===== src/rtl/sfx_engine.sv =====
// rtl/sfx_engine.sv - prioritized stepped square-wave sound-effect engine
//
// Purpose: edge-detects NUM_SFX game event levels, picks the highest-index
// request, and plays that effect as NUM_NOTES square-wave notes of
// NOTE_CYCLES clocks each, with the half-period stepping by SFX_STEP per note.
//
// Ports:
//   CLK100MHZ  in   system clock, rising edge
//   reset      in   synchronous, active-high
//   trigger    in   [NUM_SFX] event levels, rising edge requests effect i
//   mute       in   forces audio low, sequencing continues
//   audio      out  registered square-wave output
//   busy       out  high while an effect plays
//   active_id  out  [ID_W] index of playing effect, 0 when idle
//   done       out  one-cycle pulse on natural completion
module sfx_engine #(
   parameter int NUM_SFX     = 4,
   parameter int DIV_W       = 20,
   parameter int NUM_NOTES   = 8,
   parameter int NOTE_CYCLES = 5_000_000,
   parameter logic [NUM_SFX*DIV_W-1:0] SFX_START = {NUM_SFX{DIV_W'(50_000)}},
   parameter logic [NUM_SFX*DIV_W-1:0] SFX_STEP  = '0,
   localparam int ID_W = (NUM_SFX > 1) ? $clog2(NUM_SFX) : 1
) (
   input  logic               CLK100MHZ,
   input  logic               reset,
   input  logic [NUM_SFX-1:0] trigger,
   input  logic               mute,
   output logic               audio,
   output logic               busy,
   output logic [ID_W-1:0]    active_id,
   output logic               done
);

   localparam int SW     = DIV_W + 9;
   localparam int DUR_W  = $clog2(NOTE_CYCLES);
   localparam int NOTE_W = (NUM_NOTES > 1) ? $clog2(NUM_NOTES) : 1;
   localparam logic [DUR_W-1:0]  DUR_LAST  = DUR_W'(NOTE_CYCLES - 1);
   localparam logic [NOTE_W-1:0] NOTE_LAST = NOTE_W'(NUM_NOTES - 1);
   localparam logic signed [SW-1:0] HP_MIN = SW'(2);
   localparam logic signed [SW-1:0] HP_MAX = {9'b0, {DIV_W{1'b1}}};

   typedef enum logic {S_IDLE, S_PLAY} state_t;

   state_t              state_q, state_d;
   logic [NUM_SFX-1:0]  trig_q, trig_d;
   logic [ID_W-1:0]     active_id_q, active_id_d;
   logic [NOTE_W-1:0]   note_q, note_d;
   logic [DUR_W-1:0]    dur_q, dur_d;
   logic [DIV_W-1:0]    tone_q, tone_d;
   logic [DIV_W-1:0]    hp_q, hp_d;
   logic                raw_q, raw_d;
   logic                audio_q, audio_d;
   logic                done_q, done_d;

   logic [NUM_SFX-1:0]  req;
   logic [ID_W-1:0]     win;
   logic                start;
   logic [DIV_W-1:0]    start_hp;
   logic [DIV_W-1:0]    next_hp;
   logic [DIV_W-1:0]    step_raw;

   function automatic logic [DIV_W-1:0] clamp_hp(input logic signed [SW-1:0] v);
      if (v < HP_MIN) return DIV_W'(2);
      else if (v > HP_MAX) return {DIV_W{1'b1}};
      else return v[DIV_W-1:0];
   endfunction

   // Highest set request bit wins; a lower-index request during play is dropped.
   always_comb begin
      req = trigger & ~trig_q;
      win = '0;
      for (int i = 0; i < NUM_SFX; i++) begin
         if (req[i]) win = ID_W'(i);
      end
      start = (|req) && ((state_q == S_IDLE) || (win >= active_id_q));
   end

   // Start value is unsigned; step is signed. Next note is computed from the
   // current (already clamped) half-period.
   always_comb begin
      start_hp = clamp_hp($signed({9'b0, SFX_START[win*DIV_W +: DIV_W]}));
      step_raw = SFX_STEP[active_id_q*DIV_W +: DIV_W];
      next_hp  = clamp_hp($signed({9'b0, hp_q}) + $signed({{9{step_raw[DIV_W-1]}}, step_raw}));
   end

   always_comb begin
      trig_d      = trigger;
      state_d     = state_q;
      active_id_d = active_id_q;
      note_d      = note_q;
      dur_d       = dur_q;
      tone_d      = tone_q;
      hp_d        = hp_q;
      raw_d       = raw_q;
      done_d      = 1'b0;
      audio_d     = raw_q & ~mute;

      if (start) begin
         // A new request beats a natural completion in the same cycle.
         state_d     = S_PLAY;
         active_id_d = win;
         note_d      = '0;
         dur_d       = '0;
         tone_d      = '0;
         hp_d        = start_hp;
         raw_d       = 1'b0;
      end else if (state_q == S_PLAY) begin
         if (dur_q == DUR_LAST) begin
            if (note_q < NOTE_LAST) begin
               // Note boundary: restart tone phase count, keep output level.
               note_d = note_q + NOTE_W'(1);
               dur_d  = '0;
               tone_d = '0;
               hp_d   = next_hp;
            end else begin
               state_d     = S_IDLE;
               active_id_d = '0;
               note_d      = '0;
               dur_d       = '0;
               tone_d      = '0;
               raw_d       = 1'b0;
               done_d      = 1'b1;
            end
         end else begin
            dur_d = dur_q + DUR_W'(1);
            if (tone_q == hp_q - DIV_W'(1)) begin
               tone_d = '0;
               raw_d  = ~raw_q;
            end else begin
               tone_d = tone_q + DIV_W'(1);
            end
         end
      end
   end

   always_ff @(posedge CLK100MHZ) begin
      if (reset) begin
         // Load current levels so a trigger held through reset does not fire.
         trig_q      <= trigger;
         state_q     <= S_IDLE;
         active_id_q <= '0;
         note_q      <= '0;
         dur_q       <= '0;
         tone_q      <= '0;
         hp_q        <= '0;
         raw_q       <= 1'b0;
         audio_q     <= 1'b0;
         done_q      <= 1'b0;
      end else begin
         trig_q      <= trig_d;
         state_q     <= state_d;
         active_id_q <= active_id_d;
         note_q      <= note_d;
         dur_q       <= dur_d;
         tone_q      <= tone_d;
         hp_q        <= hp_d;
         raw_q       <= raw_d;
         audio_q     <= audio_d;
         done_q      <= done_d;
      end
   end

   assign audio     = audio_q;
   assign busy      = (state_q == S_PLAY);
   assign active_id = active_id_q;
   assign done      = done_q;

endmodule


===== config.mk =====
export PLATFORM = sky130hd
export DESIGN_NAME = sfx_engine
export DESIGN_NICKNAME = d
export VERILOG_FILES = /design/src/rtl/sfx_engine.sv
export SDC_FILE = /design/constraint.sdc
export NUM_CORES = 1
export LEC_CHECK = 0
export CORE_MARGIN = 10
export CORE_UTILIZATION = 55
export DETAILED_ROUTE_END_ITERATION = 6
export PLACE_DENSITY = 0.73
export SLEW_MARGIN = 20
export SYNTH_ARGS = -nofsm -noshare
export SYNTH_HDL_FRONTEND = slang
export SYNTH_SLANG_ARGS = --single-unit

===== constraint.sdc =====
create_clock -name CLK100MHZ -period 8.6 [get_ports CLK100MHZ]
set_input_delay 0.86 -clock CLK100MHZ [delete_from_list [all_inputs] [get_ports CLK100MHZ]]
set_output_delay 0.86 -clock CLK100MHZ [all_outputs]
set_load 0.05 [all_outputs]

==> metrics <==
clk buf depth=2; gr ovfl total=0; drt total wl=slightly below 7 mm; Filler cells=a little under 500; Design Area, Final=3405 um^2; layout cells sized above 1=under 10%; drt pass-1 iters=5; # IOs=12; vias per cell=5.880; DR WL/cell=around 15 um; Post-DP HPWL=4.737 mm; die height=between 90 and 100 um; # nets final=403; top cells by area, synth=dfxtp_1, nor2_1, xor2_1; crit path max fanout=13; Worst Hold Class=register to register; Leak=0.001153 uW; Synth Instances=slightly below 400; Worst EP required=slightly below 9 ns; VDD IR-drop max=124.5 uV; CTS Root Cell=clkbuf_8; period utilisation layout=40.23%; layout overhead on the synthesized area=10.74%; initial antenna violation count=0; clock skew=0.01180 ns; gpl congestion=0.8346; Yosys top cell area share=38.42%; Avg Cell Area, Syn=7.985 um^2; Commonest cells post-synth=dfxtp_1, nor2_1, nand2_1, a21oi_1, nand3_1; first-pass GRT wire length=11.75 mm; Setup TNS Final=0 ns; Die Area=8979 um^2; outcome=completed; crit-path cells=clkdlybuf4s50_1 > nand2b_1 > nand2b_1 > nand2_1 > inv_1 > ha_1 > o21ai_0 > a21boi_0 > or2_2 > nor2_1 > a21oi_1 > o21ai_1; count leader, synth=dfxtp_1; Max-cap violations=0; number of enable flip-flop cells after synthesis=0; Starting Density=56.17%; via count=2,734; Port Buffer Count=11; DRT antenna net count=0; Die X-Extent=roughly 95 um; Post-CTS Setup Inserts=0; Slew Limit Fails=0; vias in the first global route=between 2,000 and 3,000; Reg area=between 1000 and 1500 um^2; DRC viols=0; CP Data Arrival Time=3.68 ns; FP Rows=27; yosys warns=0; Hold Buf Count CTS=0; register bit total from synthesis=59; Clk pin slew, worst setup/hold paths=approximately 0.070 ns; Final min period=3.459 ns; CP dominant cell by count=nand2b_1; Skew-Pair Late Insertion Delay=0.35 ns; Ant. Diodes=0; sequential cell area fraction in the yosys report=between 30% and 40%; slew margin rel.=a little under half; clock tree from TritonCTS=done; cell taking the most area after synthesis=dfxtp_1; core area=around 5500 um^2; uppermost layer routed=met4; Met2 Wirelength=3.225 mm; initial detailed-routing violation count=223; H-tree depth=3; critical path's slowest cell=a21boi_0; fmax=289.1 MHz; Num CTS Buffers=9; Fin. Hold Viols=0; Clock Sink Count=59; # resized after CTS=0; Final setup viols=0; Synthesized Nets=400; all-layer global routing usage=16.29%; CP endpoint kind=register; Syn Std Cell Area=3074 um^2; Top FF cell, synth=dfxtp_1; count of cell types in the netlist=45; WL met3=around 320 um; crit start category=input port; Pwr Density=176.6 nW/um^2; placed inst area=3187 um^2; largest net degree at the start of global routing=31; Multi-input gate area=between 1500 and 2000 um^2; WL met1=3.208 mm; WS Path Type=input port to register; RSZ-0062 raised after global routing=no; CP max stage delay=0.54 ns; FFs w/ async S/R, synth=0%; actual transition at the worst max-transition pin=0.8232 ns
[worst max-delay path: cells and delay by family]
| family | cells | cell delay (ns) |
|---|---|---|
| compound gates | 4 | 1.19 |
| simple gates | 5 | 0.84 |
| buf+inv | 2 | 0.52 |
| fa+ha+maj | 1 | 0.26 |
[where the power goes]
part	switching, uW	internal, uW	total [uW]
clock	113	162	275
sequential	6.56	277	283
combinational	28.1	14.8	42.9
[layout by cell type, fill, tap and decap left out, types with 3 or more instances in the layout]
master	netlist	layout
or4_1	3	3
o21ai_1	3	3
o21ai_0	12	12
nand4_1	22	22
nor4_1	4	3
or2_2	4	4
and3_1	11	11
ha_1	8	8
nand3_1	23	23
a31oi_1	8	8
mux2i_1	3	3
nand3b_1	8	8
xor2_1	17	17
nor2b_1	3	3
xnor2_1	12	12
nand2_1	33	33
clkbuf_8	0	9
nand4b_1	3	3
clkdlybuf4s50_1	0	11
or3_1	6	6
nor2_1	43	43
a21oi_1	24	24
nand2b_1	8	7
a31o_2	3	3
inv_1	13	13
nor3_1	12	12
dfxtp_1	59	59
[path summary, 6_finish.rpt]
| check | startpoint | to | slack [ns] | cells past startpoint |
|---|---|---|---|---|
| max reg2reg | hp_q[18] | raw_q | 5.19 | 8 |
| min reg2reg | note_q[2] | note_q[2] | 0.48 | 2 |
| max | trigger[1] | tone_q[17] | 5.14 | 12 |
| min | note_q[2] | note_q[2] | 0.48 | 2 |
[registers in the layout, indices dropped and copies added (netlist names)]
| name | flops |
|---|---|
| note_q | 3 |
| busy | 1 |
| active_id | 2 |
| raw_q | 1 |
| dur_q | 23 |
| tone_q | 20 |
| done | 1 |
| hp_q | 3 |
| trig_q | 4 |
| audio | 1 |
[per-layer routing]
metal	global-route usage [%]	up-vias
li1	-	1378
met1	20.04	1286
met2	25.63	59
met3	5.393	11
met4	6.733	0
met5	0	-
[stage by stage]
stage	hold WS (ns)	setup WS [ns]	cells	power (uW)	utilization, %
after floorplan	0.4354	5.849	385	318.5	-
after global placement	0.4464	4.912	449	331.0	58.23
after detailed placement	0.4601	4.730	449	332.1	58.23
after CTS	0.4694	5.092	465	603.7	62.05
after global routing	0.4993	4.977	465	618.6	62.21
final	0.4781	5.141	465	601.3	62.21
[cell type report]
class	count	area share, %
Sequential cell	59	34.69
Multi-Input combinational cell	294	51.86
Timing Repair Buffer	11	3.234
Clock buffer	11	3.859
Tap cell	72	2.646
Clock inverter	5	2.279
Inverter	13	1.433
[cell families (layout without fill, tap and decap cells)]
family	count (synthesis)	after routing	share of synthesized area, %
AO/OA/AOI/OAI	62	62	11.89
AND/OR/NAND/NOR	192	192	32.76
adder cells (fa/ha/maj)	8	8	3.256
XOR/XNOR	29	29	8.262
buffers and inverters	32	40	4.437
flip-flops	59	59	38.42
multiplexers	3	3	0.9768
Note: power is estimated with default switching activity, not from simulation.
